`src/rtl/apb_arb_pkg.sv`:
```
// apb_arb_pkg: shared types and constants for apb_arbiter.
//   - arb_state_e : FSM state encoding (IDLE / SETUP / ACCESS)
//   - NREQ_MAX    : largest supported requester count
//   - TIMEOUT_DEF : default access-phase cycle limit
//   - GID_W       : width of a grant / pointer index
//   - rr_next()   : round-robin successor of an index, modulo n
package apb_arb_pkg;

  localparam int NREQ_MAX    = 8;
  localparam int TIMEOUT_DEF = 1024;
  localparam int GID_W       = 3;

  typedef enum logic [1:0] {
    ST_IDLE   = 2'd0,
    ST_SETUP  = 2'd1,
    ST_ACCESS = 2'd2
  } arb_state_e;

  function automatic logic [GID_W-1:0] rr_next(input logic [GID_W-1:0] idx, input int n);
    if (int'(idx) >= n - 1) return '0;
    return idx + 1'b1;
  endfunction

endpackage

```
`src/rtl/apb_intf.sv`:
```
// apb_intf: single APB3/APB4 link, 32-bit address and data.
//   master modport drives the request (psel..pprot), samples the response
//   (prdata, pready, pslverr); slave modport is the mirror image.
interface apb_intf;
  logic        psel;
  logic        penable;
  logic [31:0] paddr;
  logic        pwrite;
  logic [31:0] pwdata;
  logic [3:0]  pstrb;
  logic [2:0]  pprot;
  logic [31:0] prdata;
  logic        pready;
  logic        pslverr;

  modport master (
    output psel, penable, paddr, pwrite, pwdata, pstrb, pprot,
    input  prdata, pready, pslverr
  );

  modport slave (
    input  psel, penable, paddr, pwrite, pwdata, pstrb, pprot,
    output prdata, pready, pslverr
  );
endinterface

```
`src/rtl/apb_arbiter_rr_picker.sv`:
```
// rr_picker: combinational round-robin picker.
//   req   in  NREQ    request vector
//   ptr   in  GID_W   highest-priority index (must be < NREQ)
//   valid out 1       at least one request is set
//   idx   out GID_W   first requesting index at or after ptr, wrapping
module rr_picker
  import apb_arb_pkg::*;
#(
  parameter int NREQ = 2
) (
  input  logic [NREQ-1:0]  req,
  input  logic [GID_W-1:0] ptr,
  output logic             valid,
  output logic [GID_W-1:0] idx
);

  // Rotate the doubled request vector so bit 0 is the pointer position;
  // the lowest set bit is then the offset of the winner from ptr.
  logic [2*NREQ-1:0] dbl;
  logic [2*NREQ-1:0] rot;
  int                off;
  int                sum;

  assign dbl = {req, req};
  assign rot = dbl >> ptr;

  always_comb begin
    valid = 1'b0;
    off   = 0;
    for (int k = 0; k < NREQ; k++) begin
      if (!valid && rot[k]) begin
        valid = 1'b1;
        off   = k;
      end
    end
    sum = int'(ptr) + off;
    if (sum >= NREQ) sum = sum - NREQ;
    idx = GID_W'(sum);
  end

endmodule

```
`src/rtl/apb_arbiter.sv`:
```
// apb_arbiter: shares one APB master port between NREQ requesters.
// Round-robin arbitration on transfer boundaries; the granted requester's
// request is muxed onto m_apb_intf and the response routed back to it only.
//   clk, rst          system clock, async active-high reset
//   s_psel..s_pprot   per-requester APB request inputs
//   s_prdata/pready/pslverr  per-requester response (0 when not granted)
//   m_apb_intf        shared APB master port
//   busy              transfer in progress (state != IDLE)
//   grant_id          current / last granted requester
// Optional feature: define APB_ARB_TIMEOUT_EN to terminate an access phase
// after TIMEOUT cycles with pslverr=1, prdata=0.
module apb_arbiter
  import apb_arb_pkg::*;
#(
  parameter int NREQ    = 2,
  parameter int TIMEOUT = TIMEOUT_DEF
) (
  input  logic                 clk,
  input  logic                 rst,
  input  logic [NREQ-1:0]      s_psel,
  input  logic [NREQ-1:0]      s_penable,
  input  logic [NREQ-1:0][31:0] s_paddr,
  input  logic [NREQ-1:0]      s_pwrite,
  input  logic [NREQ-1:0][31:0] s_pwdata,
  input  logic [NREQ-1:0][3:0] s_pstrb,
  input  logic [NREQ-1:0][2:0] s_pprot,
  output logic [NREQ-1:0][31:0] s_prdata,
  output logic [NREQ-1:0]      s_pready,
  output logic [NREQ-1:0]      s_pslverr,
  apb_intf.master              m_apb_intf,
  output logic                 busy,
  output logic [2:0]           grant_id
);

  if (NREQ < 2 || NREQ > NREQ_MAX) begin : g_bad_nreq
    $error("apb_arbiter: NREQ out of range 2..8");
  end
  if (TIMEOUT < 2 || TIMEOUT > 65535) begin : g_bad_tmo
    $error("apb_arbiter: TIMEOUT out of range 2..65535");
  end

  arb_state_e       state_q, state_d;
  logic [GID_W-1:0] grant_q, grant_d;
  logic [GID_W-1:0] ptr_q, ptr_d;

  logic             pick_valid;
  logic [GID_W-1:0] pick_idx;

  logic             m_psel, m_penable, m_pwrite;
  logic [31:0]      m_paddr, m_pwdata;
  logic [3:0]       m_pstrb;
  logic [2:0]       m_pprot;

  logic             xfer_done;
  logic             rsp_err;
  logic [31:0]      rsp_data;

  // The arbiter generates its own setup/access phases on the shared port,
  // so the requesters' penable carries no extra information.
  logic unused_penable;
  assign unused_penable = ^s_penable;

`ifdef APB_ARB_TIMEOUT_EN
  logic [15:0] tmo_q, tmo_d;
  logic        tmo_hit;
  assign tmo_hit = (tmo_q == 16'(TIMEOUT - 1));
`endif

  rr_picker #(.NREQ(NREQ)) u_pick (
    .req   (s_psel),
    .ptr   (ptr_q),
    .valid (pick_valid),
    .idx   (pick_idx)
  );

  always_ff @(posedge clk or posedge rst) begin
    if (rst) begin
      state_q <= ST_IDLE;
      grant_q <= '0;
      ptr_q   <= '0;
    end else begin
      state_q <= state_d;
      grant_q <= grant_d;
      ptr_q   <= ptr_d;
    end
  end

`ifdef APB_ARB_TIMEOUT_EN
  always_ff @(posedge clk or posedge rst) begin
    if (rst) tmo_q <= '0;
    else     tmo_q <= tmo_d;
  end
`endif

  // Master request mux: follows grant_q in every state; only qualified
  // by m_psel outside IDLE.
  always_comb begin
    m_paddr  = '0;
    m_pwrite = 1'b0;
    m_pwdata = '0;
    m_pstrb  = '0;
    m_pprot  = '0;
    for (int i = 0; i < NREQ; i++) begin
      if (grant_q == GID_W'(i)) begin
        m_paddr  = s_paddr[i];
        m_pwrite = s_pwrite[i];
        m_pwdata = s_pwdata[i];
        m_pstrb  = s_pstrb[i];
        m_pprot  = s_pprot[i];
      end
    end
  end

  // FSM next-state, phase control and response demux.
  always_comb begin
    state_d   = state_q;
    grant_d   = grant_q;
    ptr_d     = ptr_q;
    m_psel    = 1'b0;
    m_penable = 1'b0;
    xfer_done = 1'b0;
    rsp_err   = 1'b0;
    rsp_data  = '0;
    s_pready  = '0;
    s_pslverr = '0;
    s_prdata  = '0;
`ifdef APB_ARB_TIMEOUT_EN
    tmo_d     = tmo_q;
`endif

    case (state_q)
      ST_IDLE: begin
        if (pick_valid) begin
          grant_d = pick_idx;
          state_d = ST_SETUP;
        end
      end
      ST_SETUP: begin
        m_psel  = 1'b1;
        state_d = ST_ACCESS;
`ifdef APB_ARB_TIMEOUT_EN
        tmo_d   = '0;
`endif
      end
      ST_ACCESS: begin
        m_psel    = 1'b1;
        m_penable = 1'b1;
        if (m_apb_intf.pready) begin
          xfer_done = 1'b1;
          rsp_err   = m_apb_intf.pslverr;
          rsp_data  = m_apb_intf.prdata;
        end
`ifdef APB_ARB_TIMEOUT_EN
        // Slave never answered: complete locally with an error.
        else if (tmo_hit) begin
          xfer_done = 1'b1;
          rsp_err   = 1'b1;
          rsp_data  = '0;
        end else begin
          tmo_d = tmo_q + 16'd1;
        end
`endif
        if (xfer_done) begin
          ptr_d   = rr_next(grant_q, NREQ);
          state_d = ST_IDLE;
        end
      end
      default: state_d = ST_IDLE;
    endcase

    if (xfer_done) begin
      for (int i = 0; i < NREQ; i++) begin
        if (grant_q == GID_W'(i)) begin
          s_pready[i]  = 1'b1;
          s_pslverr[i] = rsp_err;
          s_prdata[i]  = rsp_data;
        end
      end
    end
  end

  assign m_apb_intf.psel    = m_psel;
  assign m_apb_intf.penable = m_penable;
  assign m_apb_intf.paddr   = m_paddr;
  assign m_apb_intf.pwrite  = m_pwrite;
  assign m_apb_intf.pwdata  = m_pwdata;
  assign m_apb_intf.pstrb   = m_pstrb;
  assign m_apb_intf.pprot   = m_pprot;

  assign busy     = (state_q != ST_IDLE);
  assign grant_id = grant_q;

endmodule

```
`src/flat_wrapper.sv`:
```
// flat-port wrapper written by rule: the top's interface ports become plain ports
module apb_arbiter_flat import apb_arb_pkg::*;
#(
  parameter int NREQ    = 2,
  parameter int TIMEOUT = TIMEOUT_DEF
)
  (clk, rst, s_psel, s_penable, s_paddr, s_pwrite, s_pwdata, s_pstrb, s_pprot, s_prdata, s_pready, s_pslverr, busy, grant_id, m_apb_intf_psel, m_apb_intf_penable, m_apb_intf_paddr, m_apb_intf_pwrite, m_apb_intf_pwdata, m_apb_intf_pstrb, m_apb_intf_pprot, m_apb_intf_prdata, m_apb_intf_pready, m_apb_intf_pslverr);
  apb_intf m_apb_intf_i ();
  input  logic clk;
  input  logic rst;
  input  logic [NREQ-1:0] s_psel;
  input  logic [NREQ-1:0] s_penable;
  input  logic [NREQ-1:0][31:0] s_paddr;
  input  logic [NREQ-1:0] s_pwrite;
  input  logic [NREQ-1:0][31:0] s_pwdata;
  input  logic [NREQ-1:0][3:0] s_pstrb;
  input  logic [NREQ-1:0][2:0] s_pprot;
  output logic [NREQ-1:0][31:0] s_prdata;
  output logic [NREQ-1:0] s_pready;
  output logic [NREQ-1:0] s_pslverr;
  output logic busy;
  output logic [2:0] grant_id;
  output wire logic [$bits(m_apb_intf_i.psel)-1:0] m_apb_intf_psel;
  output wire logic [$bits(m_apb_intf_i.penable)-1:0] m_apb_intf_penable;
  output wire logic [$bits(m_apb_intf_i.paddr)-1:0] m_apb_intf_paddr;
  output wire logic [$bits(m_apb_intf_i.pwrite)-1:0] m_apb_intf_pwrite;
  output wire logic [$bits(m_apb_intf_i.pwdata)-1:0] m_apb_intf_pwdata;
  output wire logic [$bits(m_apb_intf_i.pstrb)-1:0] m_apb_intf_pstrb;
  output wire logic [$bits(m_apb_intf_i.pprot)-1:0] m_apb_intf_pprot;
  input wire logic [$bits(m_apb_intf_i.prdata)-1:0] m_apb_intf_prdata;
  input wire logic [$bits(m_apb_intf_i.pready)-1:0] m_apb_intf_pready;
  input wire logic [$bits(m_apb_intf_i.pslverr)-1:0] m_apb_intf_pslverr;
  assign m_apb_intf_psel = m_apb_intf_i.psel;
  assign m_apb_intf_penable = m_apb_intf_i.penable;
  assign m_apb_intf_paddr = m_apb_intf_i.paddr;
  assign m_apb_intf_pwrite = m_apb_intf_i.pwrite;
  assign m_apb_intf_pwdata = m_apb_intf_i.pwdata;
  assign m_apb_intf_pstrb = m_apb_intf_i.pstrb;
  assign m_apb_intf_pprot = m_apb_intf_i.pprot;
  assign m_apb_intf_i.prdata = m_apb_intf_prdata;
  assign m_apb_intf_i.pready = m_apb_intf_pready;
  assign m_apb_intf_i.pslverr = m_apb_intf_pslverr;
  apb_arbiter #(.NREQ(NREQ), .TIMEOUT(TIMEOUT)) u_core (.clk(clk), .rst(rst), .s_psel(s_psel), .s_penable(s_penable), .s_paddr(s_paddr), .s_pwrite(s_pwrite), .s_pwdata(s_pwdata), .s_pstrb(s_pstrb), .s_pprot(s_pprot), .s_prdata(s_prdata), .s_pready(s_pready), .s_pslverr(s_pslverr), .m_apb_intf(m_apb_intf_i), .busy(busy), .grant_id(grant_id));
endmodule
```
`config.mk`:
```
export PLATFORM = sky130hd
export DESIGN_NAME = apb_arbiter_flat
export DESIGN_NICKNAME = d
export VERILOG_FILES = /design/src/rtl/apb_arb_pkg.sv /design/src/rtl/apb_intf.sv /design/src/rtl/apb_arbiter_rr_picker.sv /design/src/rtl/apb_arbiter.sv /design/src/flat_wrapper.sv
export SDC_FILE = /design/constraint.sdc
export NUM_CORES = 1
export LEC_CHECK = 0
export ABC_AREA = 1
export ABC_CLOCK_PERIOD_IN_PS = 1500
export CAP_MARGIN = 20
export CORE_AREA = 2 2 128 130
export CTS_CLUSTER_SIZE = 28
export DETAILED_ROUTE_END_ITERATION = 7
export DIE_AREA = 0 0 130 132
export PLACE_DENSITY = 0.51
export SLEW_MARGIN = 0
export SYNTH_ARGS = -nofsm -noshare
export SYNTH_HDL_FRONTEND = slang
export SYNTH_SLANG_ARGS = --single-unit
```
`constraint.sdc`:
```
create_clock -name clk -period 1.5 [get_ports clk]
set_input_delay 0.375 -clock clk [delete_from_list [all_inputs] [get_ports clk]]
set_output_delay 0.375 -clock clk [all_outputs]
set_load 0.01 [all_outputs]
```
==> results of run 1 <==
==> what timing repair did <==
action                                  4_1_cts  5_1_grt
pin swaps                                    13       43
gates resized for setup                     605      248
gates cloned                                 12       13
hold buffers                                  0        0
endpoints found under the setup margin      146      150
setup buffers                                19       18
==> worst reg2reg max path: stages, from the launching register on <==
cell and delay [ps]:
dfrtp_2 420, buf_6 130, ha_4 150, inv_4 70, buf_12 150, buf_6 120
buf_16 120, buf_6 110, nand3_4 90, o22ai_2 120
==> kinds of logic (layout without fill, tap and decap cells) <==
kind of cell,after synthesis,after routing
simple gates,315,315
fa+ha+maj,6,6
compound gates,6,6
buf+inv,80,474
flops,8,8
==> metrics by stage <==
step	cells	hold WS [ps]	power, mW	setup TNS (ps)	worst slack, ps
2_1_floorplan	415	191	3.57	-25650	-264
5_1_grt	1025	425	12.5	-87920	-720
4_1_cts	995	396	9.29	-80690	-668
3_3_place_gp	960	547	7.32	-112080	-919
3_5_place_dp	960	547	7.38	-113340	-906
6_report	1025	389	11.8	-77450	-652
==> report_power, final <==
part	internal, mW	switching (mW)
logic	5.80	5.16
clock network	0.354	0.107
registers	0.290	0.0594
total	6.45	5.32
==> layer usage <==
metal,vias to the layer above,part of all wire (%)
met3,24,5.7
met1,1949,38
met2,197,54
met5,-,0
met4,0,1.8
li1,2057,-
==> registers in the layout, summed over array words and instances, names as in the netlist <==
register and cells:
u_core.grant_id 3, u_core.state_q 2, u_core.ptr_q 3
==> placed cells by master (no fill, tap or decap), drive strengths merged <==
| cell | synthesis | layout |
|---|---|---|
| o22ai | 3 | 3 |
| clkinv | 0 | 1 |
| clkbuf | 7 | 15 |
| dlymetal6s2s | 0 | 2 |
| bufbuf | 0 | 1 |
| o21ai | 2 | 2 |
| ha | 6 | 6 |
| buf | 21 | 219 |
| inv | 52 | 51 |
| clkdlybuf4s50 | 0 | 182 |
| clkdlybuf4s15 | 0 | 3 |
| nand2 | 165 | 165 |
| dfrtp | 8 | 8 |
| a21oi | 1 | 1 |
| nand3 | 77 | 77 |
| nor2 | 73 | 73 |
==> final timing paths <==
check,start,end,slack (ps),depth (start not counted)
max,u_core.grant_id[1],s_prdata[51],-650,10
min,rst,u_core.state_q[1],390,2
max reg2reg,u_core.grant_id[0],u_core.ptr_q[0],-50,9
min reg2reg,u_core.ptr_q[1],u_core.ptr_q[1],560,2
max in group asynchronous,rst,u_core.grant_id[2],860,2
min in group clk,u_core.ptr_q[1],u_core.ptr_q[1],560,2
==> cell type report <==
| type | count | area, um^2 | share of cell area, % |
|---|---|---|---|
| Clock buffer | 4 | 78.8 | 1.02 |
| Inverter | 52 | 210 | 2.73 |
| Multi-Input combinational cell | 327 | 2370 | 30.8 |
| Sequential cell | 8 | 203 | 2.63 |
| Tap cell | 216 | 270 | 3.51 |
| Timing Repair Buffer | 418 | 4560 | 59.3 |
==> impl_metrics.ini, run 1 <==
[status]
outcome = finished with violations
violations = setup timing

[global_route]
grt_pass1_wl_um = 21600
grt_overflow = 0
met3_usage_pct = 2.35
grt_max_degree = 35
grt_use_met1_pct = 17.5
grtUsageTotal_pct = 16.1
grt_pass1_vias = 3986
met2_usage_pct = 31.8
grt_busiest_layer = met2
antenna_found_initial = 0

[cts]
h-tree-depth = 1
path_clk_slew_ps = 40
clock_latency_ps = 230
max-clock-path-buffers = 2
cts_root_buffer = clkbuf_16
cts_tree = done
cts.sinks = 8
cts_made_buffers = 3

[place]
placedInstanceArea_mm2 = 0.00602
gp_congestion = 0.858
port_buffers = 327
place_hpwl_um = 10900

[sta]
period_minus_slack_ps = 2150
fmax_ghz = 0.465
rsz0062_at_grt = true
finalCritPeriodShare_pct = 143
fin_skew_ps = 3.22
setup_slack_ps = -652
max-slew-margin-rel_pct = 79.7
hold_viol = 0
setup_violations = 145
slew_viol_final = 0
tightest_slew_ps = 303

[logic_synthesis]
yosysUniqueCellTypes = 14
synth.top_cells.by_area = nand2_1 32%, nand3_1 20%, nor2_1 14%
synth.most_common_cell = nand2_1
yosys_warnings = 0
synth_fp_nets = 605
syn_inst = 415
synth_compound_area_share_pct = 1.75
synthMuxAreaShare_pct = 0
async_flop_share_pct = 100
synth_top_area_share_pct = 32.1
synthAdderAreaFrac_pct = 3.89
synth_top_family_by_area = simple AND/OR/NAND/NOR gates
synth_xor_area_share_pct = 0
synth_edf_count = 0
ys_ff_latch = 8
synth_top_area_cell = nand2_1
synth_ff_type = dfrtp_1
ys_seq_area_share_pct = 10.4
avgSynthCellArea_um2 = 4.66
synth_commonest_cells = 165 x nand2_1, 77 x nand3_1, 70 x nor2_1
synthSimpleGateAreaFrac_pct = 67.1
syn_area_mm2 = 0.00193

[floorplanning]
die_w_um = 130
die_area_mm2 = 0.0172
num_rows = 46
core_mm2 = 0.0157
die_h_um = 132
ios = 330
initial_core_util_pct = 12.3

[setup_path]
cp.required_ps = 1120
slowest_stage = dfrtp_1
startpoint_type = flop
worstPathCellList = inv_2 -> ha_4 -> inv_4 -> nor2_4 -> inv_2 -> nor2_4 -> inv_6 -> bufbuf_16 -> nor2_4 -> buf_6
critPathMaxStageDelay_ps = 380
crit_path_end_kind = output pin
cp_num_buf_inv = 6
path_common_cell = nor2_4
critPathTopFamily = buffers and inverters
path_max_fanout = 8
crit_arrival_ps = 1780
path_class = flop to output pin

[route]
detail_route.iter0.violations = 180
wirelength_um = 17200
ant_nets = 0
wire_per_inst_um = 16.8
num_vias = 4227
drcViolationCount = 0
drtPass1Iterations = 4
vias_per_cell = 4.12

[worst_hold_path]
holdCritPathClass = primary input to async pin

[flow_run]
cap_violations = 0

[power_and_ir_drop]
vdd_drop_max_v = 0.000816
power.density_mw_per_mm2 = 1530
power.leakage_nw = 3.68

[final_layout]
fin_util_pct = 49.0
finalNetCount = 1000
num-fill-cells = 1470
antennaDiodeCount = 0
fin_area_mm2 = 0.00769
syn2layout_area_growth_pct = 298
layout-drive-gt1-share_pct = 51.5
No activity file was read; power rests on OpenSTA's default activity.
==> run 2, diff against run 1 <==
- SLEW_MARGIN: 0 -> 20
==> results of run 2 <==
Same layout as run 1: the final DEF is identical, and so are final timing and power.
